## src/rtl/fir_chan_sched.sv

```systemverilog
// fir_chan_sched
//
// Round-robin scheduler that time-shares one FIR datapath among NUM_CH
// sample sources. A channel holds the grant for at most BURST samples.
// Before the FIR is handed to a different channel (or to any channel after
// reset or a stall abort) FLUSH_LEN zero samples are pushed through, so tap
// histories never mix. Every accepted sample carries its channel through a
// FIR_LAT-deep tag pipeline, so each FIR result leaves tagged with the
// channel it came from.
//
// Optional feature: define FIR_SCHED_TIMEOUT_EN to enable the stall
// watchdog. It counts consecutive cycles with fir_tvalid=1 and
// fir_tready=0. When the count reaches TIMEOUT it sets err (sticky until
// reset), drops back to IDLE, forgets the last channel and advances the
// round-robin pointer. Without the macro there is no counter and err is
// tied to 0.
//
// Ports
//   clk, reset       clock; asynchronous active-high reset
//   req_valid        per-channel sample valid            [NUM_CH]
//   req_data         per-channel signed 6-bit sample     [6*NUM_CH], ch i at [6i+5:6i]
//   req_ready        per-channel accept                  [NUM_CH]
//   fir_tdata        sample to FIR                       [6]
//   fir_tvalid       sample valid to FIR
//   fir_tready       FIR accept
//   fir_result       signed FIR output                   [8]
//   out_data         tagged result                       [8]
//   out_ch           channel of out_data                 [2]
//   out_valid        one-cycle pulse per result
//   busy             scheduler not idle (registered)
//   err              sticky stall error
//
// state   | meaning
// --------+-----------------------------------------------------------
// S_IDLE  | no grant; choose next requester from rr_ptr
// S_FLUSH | drive FLUSH_LEN zero samples into the FIR, sources held off
// S_GRANT | granted channel streams into the FIR, up to BURST samples

module fir_chan_sched #(
    parameter int NUM_CH    = 2,
    parameter int BURST     = 16,
    parameter int FLUSH_LEN = 8,
    parameter int FIR_LAT   = 4,
    parameter int TIMEOUT   = 64
) (
    input  logic                  clk,
    input  logic                  reset,
    input  logic [NUM_CH-1:0]     req_valid,
    input  logic [6*NUM_CH-1:0]   req_data,
    output logic [NUM_CH-1:0]     req_ready,
    output logic [5:0]            fir_tdata,
    output logic                  fir_tvalid,
    input  logic                  fir_tready,
    input  logic [7:0]            fir_result,
    output logic [7:0]            out_data,
    output logic [1:0]            out_ch,
    output logic                  out_valid,
    output logic                  busy,
    output logic                  err
);

    typedef enum logic [1:0] {
        S_IDLE  = 2'd0,
        S_FLUSH = 2'd1,
        S_GRANT = 2'd2
    } state_t;

    localparam int CNT_W = 5;

    state_t             state_q, state_d;
    logic [1:0]         grant_q, grant_d;
    logic [1:0]         rr_ptr_q, rr_ptr_d;
    logic [1:0]         last_ch_q, last_ch_d;
    logic               last_valid_q, last_valid_d;
    logic [CNT_W-1:0]   cnt_q, cnt_d;

    logic               grant_valid;
    logic [5:0]         grant_data;
    logic               sel_found;
    logic [1:0]         sel_ch;
    logic [1:0]         next_ptr;
    logic               accept;
    logic               timeout;

    logic [FIR_LAT-1:0] tag_v;
    logic [1:0]         tag_ch [FIR_LAT];

    // Request and data of the currently granted channel.
    always_comb begin
        grant_valid = 1'b0;
        grant_data  = '0;
        for (int i = 0; i < NUM_CH; i++) begin
            if (grant_q == 2'(i)) begin
                grant_valid = req_valid[i];
                grant_data  = req_data[6*i +: 6];
            end
        end
    end

    // First requester at or after rr_ptr, wrapping. The outer loop walks the
    // search order; the inner loop maps rr_ptr+k back into 0..NUM_CH-1.
    always_comb begin
        sel_found = 1'b0;
        sel_ch    = '0;
        for (int k = 0; k < NUM_CH; k++) begin
            for (int i = 0; i < NUM_CH; i++) begin
                if (!sel_found && req_valid[i] &&
                    ((int'(rr_ptr_q) + k == i) || (int'(rr_ptr_q) + k == i + NUM_CH))) begin
                    sel_found = 1'b1;
                    sel_ch    = 2'(i);
                end
            end
        end
    end

    assign next_ptr = (grant_q == 2'(NUM_CH - 1)) ? 2'd0 : grant_q + 2'd1;
    assign accept   = (state_q == S_GRANT) && grant_valid && fir_tready;

    always_comb begin
        state_d      = state_q;
        grant_d      = grant_q;
        rr_ptr_d     = rr_ptr_q;
        last_ch_d    = last_ch_q;
        last_valid_d = last_valid_q;
        cnt_d        = cnt_q;
        fir_tvalid   = 1'b0;
        fir_tdata    = '0;
        req_ready    = '0;

        case (state_q)
            S_IDLE: begin
                if (sel_found) begin
                    grant_d = sel_ch;
                    if (last_valid_q && (sel_ch == last_ch_q)) begin
                        state_d = S_GRANT;
                        cnt_d   = '0;
                    end else begin
                        state_d = S_FLUSH;
                        cnt_d   = CNT_W'(FLUSH_LEN);
                    end
                end
            end

            S_FLUSH: begin
                fir_tvalid = 1'b1;
                if (fir_tready) begin
                    cnt_d = cnt_q - 1'b1;
                    if (cnt_q == CNT_W'(1)) begin
                        state_d      = S_GRANT;
                        cnt_d        = '0;
                        last_ch_d    = grant_q;
                        last_valid_d = 1'b1;
                    end
                end
            end

            S_GRANT: begin
                fir_tvalid = grant_valid;
                fir_tdata  = grant_data;
                for (int i = 0; i < NUM_CH; i++) begin
                    req_ready[i] = (grant_q == 2'(i)) && fir_tready;
                end
                if (!grant_valid) begin
                    state_d  = S_IDLE;
                    rr_ptr_d = next_ptr;
                end else if (fir_tready) begin
                    cnt_d = cnt_q + 1'b1;
                    if (cnt_q == CNT_W'(BURST - 1)) begin
                        state_d  = S_IDLE;
                        rr_ptr_d = next_ptr;
                    end
                end
            end

            default: begin
                state_d = S_IDLE;
            end
        endcase

        // A stalled FIR abandons the current grant; the flush history is no
        // longer trusted, so the next grant always flushes.
        if (timeout) begin
            state_d      = S_IDLE;
            last_valid_d = 1'b0;
            rr_ptr_d     = next_ptr;
            cnt_d        = '0;
        end
    end

    always_ff @(posedge clk or posedge reset) begin
        if (reset) begin
            state_q      <= S_IDLE;
            grant_q      <= '0;
            rr_ptr_q     <= '0;
            last_ch_q    <= '0;
            last_valid_q <= 1'b0;
            cnt_q        <= '0;
        end else begin
            state_q      <= state_d;
            grant_q      <= grant_d;
            rr_ptr_q     <= rr_ptr_d;
            last_ch_q    <= last_ch_d;
            last_valid_q <= last_valid_d;
            cnt_q        <= cnt_d;
        end
    end

`ifdef FIR_SCHED_TIMEOUT_EN
    localparam int TO_W = $clog2(TIMEOUT + 1);

    logic [TO_W-1:0] stall_q;
    logic            stall;

    assign stall   = fir_tvalid && !fir_tready;
    assign timeout = stall && (stall_q == TO_W'(TIMEOUT - 1));

    always_ff @(posedge clk or posedge reset) begin
        if (reset) begin
            stall_q <= '0;
        end else if (!stall || timeout) begin
            stall_q <= '0;
        end else begin
            stall_q <= stall_q + 1'b1;
        end
    end

    always_ff @(posedge clk or posedge reset) begin
        if (reset) begin
            err <= 1'b0;
        end else if (timeout) begin
            err <= 1'b1;
        end
    end
`else
    assign timeout = 1'b0;
    assign err     = 1'b0;
`endif

    // Tag pipeline: flush transfers and idle cycles load an invalid tag, so
    // only real samples produce an out_valid pulse FIR_LAT+1 cycles later.
    always_ff @(posedge clk or posedge reset) begin
        if (reset) begin
            tag_v <= '0;
            for (int i = 0; i < FIR_LAT; i++) begin
                tag_ch[i] <= '0;
            end
        end else begin
            tag_v[0]  <= accept;
            tag_ch[0] <= grant_q;
            for (int i = 1; i < FIR_LAT; i++) begin
                tag_v[i]  <= tag_v[i-1];
                tag_ch[i] <= tag_ch[i-1];
            end
        end
    end

    always_ff @(posedge clk or posedge reset) begin
        if (reset) begin
            out_valid <= 1'b0;
            out_data  <= '0;
            out_ch    <= '0;
            busy      <= 1'b0;
        end else begin
            out_valid <= tag_v[FIR_LAT-1];
            if (tag_v[FIR_LAT-1]) begin
                out_data <= fir_result;
                out_ch   <= tag_ch[FIR_LAT-1];
            end
            busy <= (state_d != S_IDLE);
        end
    end

endmodule

```

## config.mk

```make
export PLATFORM = sky130hd
export DESIGN_NAME = fir_chan_sched
export DESIGN_NICKNAME = d
export VERILOG_FILES = /design/src/rtl/fir_chan_sched.sv
export SDC_FILE = /design/constraint.sdc
export NUM_CORES = 1
export LEC_CHECK = 0
export ABC_CLOCK_PERIOD_IN_PS = 2000
export CAP_MARGIN = 20
export CORE_AREA = 2 2 67 69
export DETAILED_ROUTE_END_ITERATION = 16
export DIE_AREA = 0 0 69 71
export MAX_ROUTING_LAYER = met4
export PLACE_DENSITY = 0.74
export SKIP_LAST_GASP = 1
export SLEW_MARGIN = 20
export SYNTH_ARGS = -nofsm -noshare
export SYNTH_HDL_FRONTEND = slang
export SYNTH_SLANG_ARGS = --single-unit
```

## constraint.sdc

```tcl
create_clock -name clk -period 2 [get_ports clk]
set_input_delay 0.5 -clock clk [delete_from_list [all_inputs] [get_ports clk]]
set_output_delay 0.5 -clock clk [all_outputs]
set_load 0.02 [all_outputs]
```

==> results of run 1 <==
-- sequential cells by signal, summed over array words and instances (netlist names), 2 cells and up --
register  count
tag_ch        4
tag_v         4
out_data      8
state_q       2
cnt_q         5
-- power groups by stage --
stage | clock network (mW) | registers (mW) | logic [mW]
2_1_floorplan | 0 | 1.08 | 0.922
3_3_place_gp | 0 | 0.998 | 1.63
3_5_place_dp | 0 | 1.00 | 1.66
4_1_cts | 0.522 | 0.999 | 1.66
5_1_grt | 0.566 | 1.03 | 1.86
6_report | 0.502 | 0.995 | 1.71
-- routing by layer --
layer	GRT usage (%)	vias up
li1	-	659
met1	18.3	628
met2	24.5	59
met3	5.41	13
met4	8.71	0
met5	-	-
-- cells in the final DEF, fill, tap and decap left out, drive strengths merged, types with 2 or more instances in the layout --
master         instances
a21oi                  5
a22oi                  2
a31oi                  2
and3                   2
buf                   34
clkbuf                 7
clkdlybuf4s50         33
conb                   2
dfrtp                 30
dlygate4sd2            2
ha                     8
inv                    9
mux2                  10
mux2i                  7
nand2                 15
nand3                  2
nor2                  12
nor2b                  2
o21ai                  9
o31ai                  2
xor2                   4
-- path summary, 6_finish.rpt --
path | from | to | slack (ns) | cells after the start
max | state_q[0]$_DFF_PP0_ | fir_tvalid | 0.04 | 6
min reg2reg | tag_v[1]$_DFF_PP0_ | tag_v[2]$_DFF_PP0_ | 0.35 | 0
min | tag_v[1]$_DFF_PP0_ | tag_v[2]$_DFF_PP0_ | 0.35 | 0
max reg2reg | state_q[0]$_DFF_PP0_ | cnt_q[3]$_DFFE_PP0P_ | 0.16 | 6
min in group asynchronous | reset | state_q[1]$_DFF_PP0_ | 0.59 | 3
max in group asynchronous | reset | tag_ch[2]$_DFF_PP0_ | 1.13 | 3
-- worst max-delay path, delay by kind of cell, from the launching register on --
| family | cells | cell delay (ns) |
|---|---|---|
| adders and majority gates | 1 | 0.29 |
| buffers and inverters | 4 | 0.41 |
| and+or+nand+nor | 1 | 0.12 |
| DFF | 1 | 0.35 |
-- cell families after synthesis --
logic type / synth area share (%)
simple gates: 12.6
compound gates: 15.2
flops: 46.2
mux: 11.2
buf+inv: 5.62
fa+ha+maj: 6.16
xor+xnor: 2.70
other cells: 0.231
-- what timing repair did --
action | in CTS | in global routing
pin swaps | 2 | 0
setup buffers | 2 | 3
endpoints found under the setup margin | 9 | 9
resized for setup | 39 | 17
-- final cells by class --
cell class / count / area [um2] / area share [%]
clock buffer: 7 / 86.3 / 3.66
clock inverter: 1 / 5.00 / 0.212
inverter: 9 / 33.8 / 1.43
multi-input combinational: 104 / 810 / 34.3
sequential: 30 / 751 / 31.8
tap: 52 / 65.1 / 2.76
timing repair buffer: 69 / 608 / 25.8
==> summary.txt, run 1 <==
Die
  – Die ar.: between 0.004 and 0.005 mm2
  – Starting Density: 38.6%
  – Std-Cell Rows: 24
  – Die Y: 71 um
  – Core area: ~0.0042 mm2
  – I/O pins: 47
  – Die Wd: 69 um

Routing
  – DRT iter0 DRCs: 53
  – Met2 WL post-DR: between 1.5 and 2 mm
  – Drt drc: 0
  – Drt wl/cell: 12.7 um
  – Uppermost layer routed: met4
  – Via-to-Cell Ratio: 5.00
  – Met3 WL: 237 um
  – DRT Pass-1 Iters: 4
  – DRT Wirelength: 3.45 mm
  – Routed Antenna Nets: 0
  – Routed via count: 1,359
  – Metal1 wirelength: 1.49 mm

CTS
  – H-tree Lvls: 2
  – Skew-Pair Late Insertion Delay: 0.28 ns
  – # hold bufs at CTS: 0
  – Cts bufs inserted: 5
  – Clock sinks: 30
  – Root Buffer: clkbuf_8
  – TritonCTS clock tree: built
  – Clock Pin Slew Worst Setup and Hold Paths: 0.06 ns
  – Buffer depth of the longest clock path: 2

Worst setup path
  – Worst path max stage delay: 0.35 ns
  – Critical Path AT: 1.46 ns
  – Worst Setup Path Type: reg -> out
  – Maximum net fanout on the critical path: 2
  – Critical path startpoint category: flip-flop
  – Slowest-stage cell, CP: dfrtp_1
  – Worst path cell trace: inv_1 -> buf_4 -> ha_1 -> inv_1 -> nor2_2 -> buf_4
  – Endpoint class of the critical path: output port
  – Required @ worst endpoint: 1.50 ns

STA
  – Final Hold Vio Count: 0
  – RSZ-0062 raised after global routing: true
  – Slew Viols, Final: 0
  – F_max: 509 MHz
  – Final setup fails: 0
  – Setup WS post-layout: about 0.036 ns
  – Hold WS: 0.347 ns
  – Setup TNS: 0 ns
  – Clock skew: between 0.005 and 0.006 ns
  – Tcrit/Tclk final: 98.2%
  – Tmin final: 1.96 ns

Final layout
  – Final instance area: 0.00236 mm2
  – Core Util, Final: a little under three fifths
  – Area Growth Syn to Fin: 45.2%
  – Nets: 252
  – Antenna Cells: 0
  – # fillers: a little under 400
  – Layout Cells excl Fill: 272
  – Share of cells above drive strength 1: between 30% and 40%

Place
  – DP Cell Count: 259
  – I/O Buffers: 44
  – Pre-CTS setup slack: -0.556 ns
  – GP Congestion: 0.875
  – Placed Area: 0.00223 mm2
  – Hpwl dp: roughly 2.5 mm

Global route
  – Gr usage total: 15.9%
  – Global-route wire length before repair: 5.91 mm
  – Initial antenna violation count: 0
  – Vias in the first global route: approximately 1,300
  – Largest net degree at the start of global routing: 31
  – GR Overflow Total: 0

Outcome
  – Status: completed

Synthesis
  – Post-synth EDFFs: 0
  – Main synth FF type: dfrtp_1
  – Yosys top cell by area: dfrtp_1
  – Netlist cell types: 46
  – Post-Synthesis Cell Area: 0.00162 mm2
  – Synth Area per Inst: between 10 and 15 um2
  – FFs w/ async S/R, synth: between 90% and 100%
  – Gate Count Post-Synth: 150
  – Flops & latches, synth: 30
  – Yosys top cell area share: 46.2%
  – Top post-synthesis cells by area: dfrtp_1 (46%), mux2_2 (6.9%), ha_1 (6.2%)
  – Synth top cells by count: dfrtp_1 (30), nand2_1 (15), nor2_1 (12)
  – Yosys warns: 0
  – Share of the yosys chip area belonging to registers: 46.2%
  – Top-count cell post-synth: dfrtp_1

Min path
  – Worst Hold Class: reg -> reg

Flow run
  – Max-cap viol count: 0

Power and ir drop
  – Switching power: between 1 and 1.5 mW
  – Flop pwr share: 31.1%
  – Cell area power density: 1360 mW/mm2
  – P_leak: 1.09 nW
  – Worst VDD drop: 0.000502 V
  – Switching Fraction: between 30% and 40%
  – Clock power frac: 15.7%
  – Int Power: 1.99 mW
  – Logic pwr share: between 50% and 60%
  – Pwr Total: about 3.2 mW
Power figures use the tool's default switching activity.
==> inputs of run 2 (changes only) <==
--- a/config.mk
+++ b/config.mk
@@ -10,8 +10,8 @@
 export CORE_AREA = 2 2 67 69
 export DETAILED_ROUTE_END_ITERATION = 16
 export DIE_AREA = 0 0 69 71
+export DONT_BUFFER_PORTS = 1
 export MAX_ROUTING_LAYER = met4
-export PLACE_DENSITY = 0.74
 export SKIP_LAST_GASP = 1
 export SLEW_MARGIN = 20
 export SYNTH_ARGS = -nofsm -noshare
==> constraint.sdc (replaced) <==
create_clock -name clk -period 2 [get_ports clk]
set_input_delay 0.5 -clock clk [delete_from_list [all_inputs] [get_ports clk]]
set_output_delay 0.5 -clock clk [all_outputs]
set_load 0.01 [all_outputs]
==> run 2 against run 1 <==
Net effect: clock power decreased by 3%; clock skew decreased by 0.0038 ns; register-to-register slack about the same; non-clock buffer count decreased by 61; wire length decreased by 7.4%; worst setup slack improved by 0.038 ns; global-route usage decreased by 1.8 points; count of clock-buffer cells in the layout unchanged; sequential cell count unchanged; total power decreased by 15%; sequential share of layout area increased by 9.5 points; sequential power increased by 8%; largest power group unchanged.
==> summary.txt, run 2 (synthesis results as in run 1) <==
STA
  – Setup WS post-layout: 0.0740 ns (was 0.0358 ns)
  – F_max: 519 MHz (was 509 MHz)
  – Hold WS: 0.0190 ns (was 0.347 ns)
  – Tmin final: 1.93 ns (was 1.96 ns)
  – Tcrit/Tclk final: 96.3% (was 98.2%)
  – Final Hold Vio Count: 0 (unchanged)
  – Setup TNS: 0 ns (unchanged)
  – Final setup fails: 0 (unchanged)
  – RSZ-0062 raised after global routing: false (was true)
  – Slew Viols, Final: 0 (unchanged)
  – Clock skew: 0.00167 ns (was 0.00549 ns)

Final layout
  – Final instance area: 0.00182 mm2 (was 0.00236 mm2)
  – Register with the most flip-flops: out_data (unchanged)
  – Nets: 191 (was 252)
  – Core Util, Final: 43.3% (was 56.1%)
  – # fillers: 403 (was 387)
  – Layout Cells excl Fill: 211 (was 272)
  – Max FFs per register: 8 (unchanged)
  – Most frequent cells in the layout: dfrtp_1 (29), nand2_1 (15), nor2_1 (10), mux2_2 (10) (was clkdlybuf4s50_1 (33), buf_4 (31), dfrtp_1 (30))
  – Most common cell after layout, fill and taps aside: dfrtp_1 (was clkdlybuf4s50_1)
  – Antenna Cells: 0 (unchanged)
  – Largest regs: out_data x8, cnt_q x5 (unchanged)
  – Share of cells above drive strength 1: 25.2% (was 30.0%)
  – Area Growth Syn to Fin: 12.1% (was 45.2%)

Place
  – Hpwl dp: 2.40 mm (was 2.48 mm)
  – DP Cell Count: 199 (was 259)
  – I/O Buffers: 0 (was 44)
  – Pre-CTS setup slack: 0.159 ns (was -0.556 ns)
  – GP Congestion: 0.924 (was 0.875)
  – Placed Area: 0.00167 mm2 (was 0.00223 mm2)

CTS
  – TritonCTS clock tree: built (unchanged)
  – H-tree Lvls: 2 (unchanged)
  – Root Buffer: clkbuf_8 (unchanged)
  – Clock sinks: 30 (unchanged)
  – Buffer depth of the longest clock path: 2 (unchanged)
  – Clock Pin Slew Worst Setup and Hold Paths: 0.06 ns (about the same)
  – # hold bufs at CTS: 0 (unchanged)
  – Skew-Pair Late Insertion Delay: 0.27 ns (was 0.28 ns)
  – Cts bufs inserted: 5 (unchanged)

Worst setup path
  – Worst Setup Path Type: reg -> out (unchanged)
  – Critical path startpoint category: flip-flop (unchanged)
  – Maximum net fanout on the critical path: 9 (was 2)
  – Critical Path AT: 1.43 ns (was 1.46 ns)
  – Required @ worst endpoint: 1.50 ns (about the same)
  – Endpoint class of the critical path: output port (unchanged)

Global route
  – GR Overflow Total: 0 (unchanged)
  – Vias in the first global route: 1,154 (was 1,301)
  – M2 GR Usage: 22.8% (was 24.5%)
  – Largest net degree at the start of global routing: 27 (was 31)
  – Grt met3 use: 5.13% (was 5.41%)
  – Gr busiest metal: met2 (unchanged)
  – Initial antenna violation count: 0 (unchanged)
  – Global-route wire length before repair: 5.39 mm (was 5.91 mm)
  – Met1 Use GR: 16.8% (was 18.3%)
  – Gr usage total: 14.1% (was 15.9%)

Outcome
  – Status: completed (unchanged)

Power and ir drop
  – Clock power frac: 17.9% (was 15.7%)
  – Int Power: 1.67 mW (was 1.99 mW)
  – Cell area power density: 1500 mW/mm2 (was 1360 mW/mm2)
  – P_leak: 0.825 nW (was 1.09 nW)
  – Switching Fraction: 39.0% (was 38.0%)
  – Pwr Total: 2.73 mW (was 3.20 mW)
  – Worst VDD drop: 0.000730 V (was 0.000502 V)
  – Switching power: 1.07 mW (was 1.22 mW)
  – Flop pwr share: 39.0% (was 31.1%)
  – Logic pwr share: 43.1% (was 53.3%)

Routing
  – Routed via count: 1,146 (was 1,359)
  – DRT Pass-1 Iters: 4 (unchanged)
  – Drt drc: 0 (unchanged)
  – Routed Antenna Nets: 0 (unchanged)
  – Drt wl/cell: 15.1 um (was 12.7 um)
  – Via-to-Cell Ratio: 5.43 (was 5.00)
  – DRT Wirelength: 3.19 mm (was 3.45 mm)
  – DRT iter0 DRCs: 56 (was 53)

Die
  – Starting Density: 38.6% (unchanged)
  – Die ar.: 0.00490 mm2 (unchanged)
  – Die Y: 71 um (unchanged)
  – Std-Cell Rows: 24 (unchanged)
  – Core area: 0.00420 mm2 (unchanged)
  – I/O pins: 47 (unchanged)
  – Die Wd: 69 um (unchanged)

Min path
  – Worst Hold Class: in -> async (was reg -> reg)

Flow run
  – Max-cap viol count: 0 (unchanged)
[run 2: cell types whose count changed in the layout (fill, tap and decap cells not counted), moves of 2 or more]
cell / delta
clkdlybuf4s50_1: -33
buf_4: -23
nor2_1: +3
buf_6: -2
dlygate4sd2_1: -2
ha_1: -2
ha_4: +2
nor2_2: -2
[run 2: final timing paths]
check / start / endpoint / slack (ns) / depth (start not counted)
min in group clk: tag_v[1]$_DFF_PP0_ / tag_v[2]$_DFF_PP0_ / 0.35 / 0
setup reg to reg: cnt_q[1]$_DFFE_PP0P_ / state_q[0]$_DFF_PP0_ / 0.15 / 7
hold reg to reg: tag_v[1]$_DFF_PP0_ / tag_v[2]$_DFF_PP0_ / 0.35 / 0
setup / recovery: state_q[0]$_DFF_PP0_ / fir_tdata[3] / 0.07 / 5
hold / removal: reset / out_data[7]$_DFFE_PP0P_ / 0.02 / 1
max in group asynchronous: reset / state_q[0]$_DFF_PP0_ / 1.38 / 2
[run 2: final cells by class]
class                           instances  area [um2]  share of cell area (%)
Multi-Input combinational cell        104         818                    44.9
Sequential cell                        30         752                    41.3
Clock buffer                            7        86.3                    4.74
Tap cell                               52        65.1                    3.57
Timing Repair Buffer                    8        60.1                    3.30
Inverter                                9        33.8                    1.86
Clock inverter                          1        5.00                   0.275
[run 2: what timing repair did]
action | 4_1_cts | 5_1_grt
endpoints found under the setup margin | 7 | 7
setup buffers | 1 | 3
gates resized for setup | 6 | 3
cloned | 0 | 0
pin swaps | 0 | 2
[run 2: routing by layer]
layer | up-vias | routed length [um] | part of all wire [%]
li1 | 532 | - | -
met1 | 552 | 1400 | 44
met2 | 59 | 1510 | 47
met3 | 3 | 252 | 7.9
met4 | 0 | 29 | 0.91
met5 | - | 0 | 0
[run 2: critical path, cell delays in order, from the launching register on]
cell and delay [ns]:
dfrtp_2 0.44, inv_2 0.12, ha_4 0.17, inv_2 0.04, buf_4 0.16, nor2_1 0.21
[run 2: power by group through the flow]
stage                     sequential, mW  clock, mW  combinational [mW]
final                               1.07      0.488                1.18
after global placement              1.06          0                1.05
after global routing                1.10      0.546                1.29
after floorplan                     1.02          0               0.895
after detailed placement            1.07          0                1.08
after CTS                           1.06      0.507                1.15
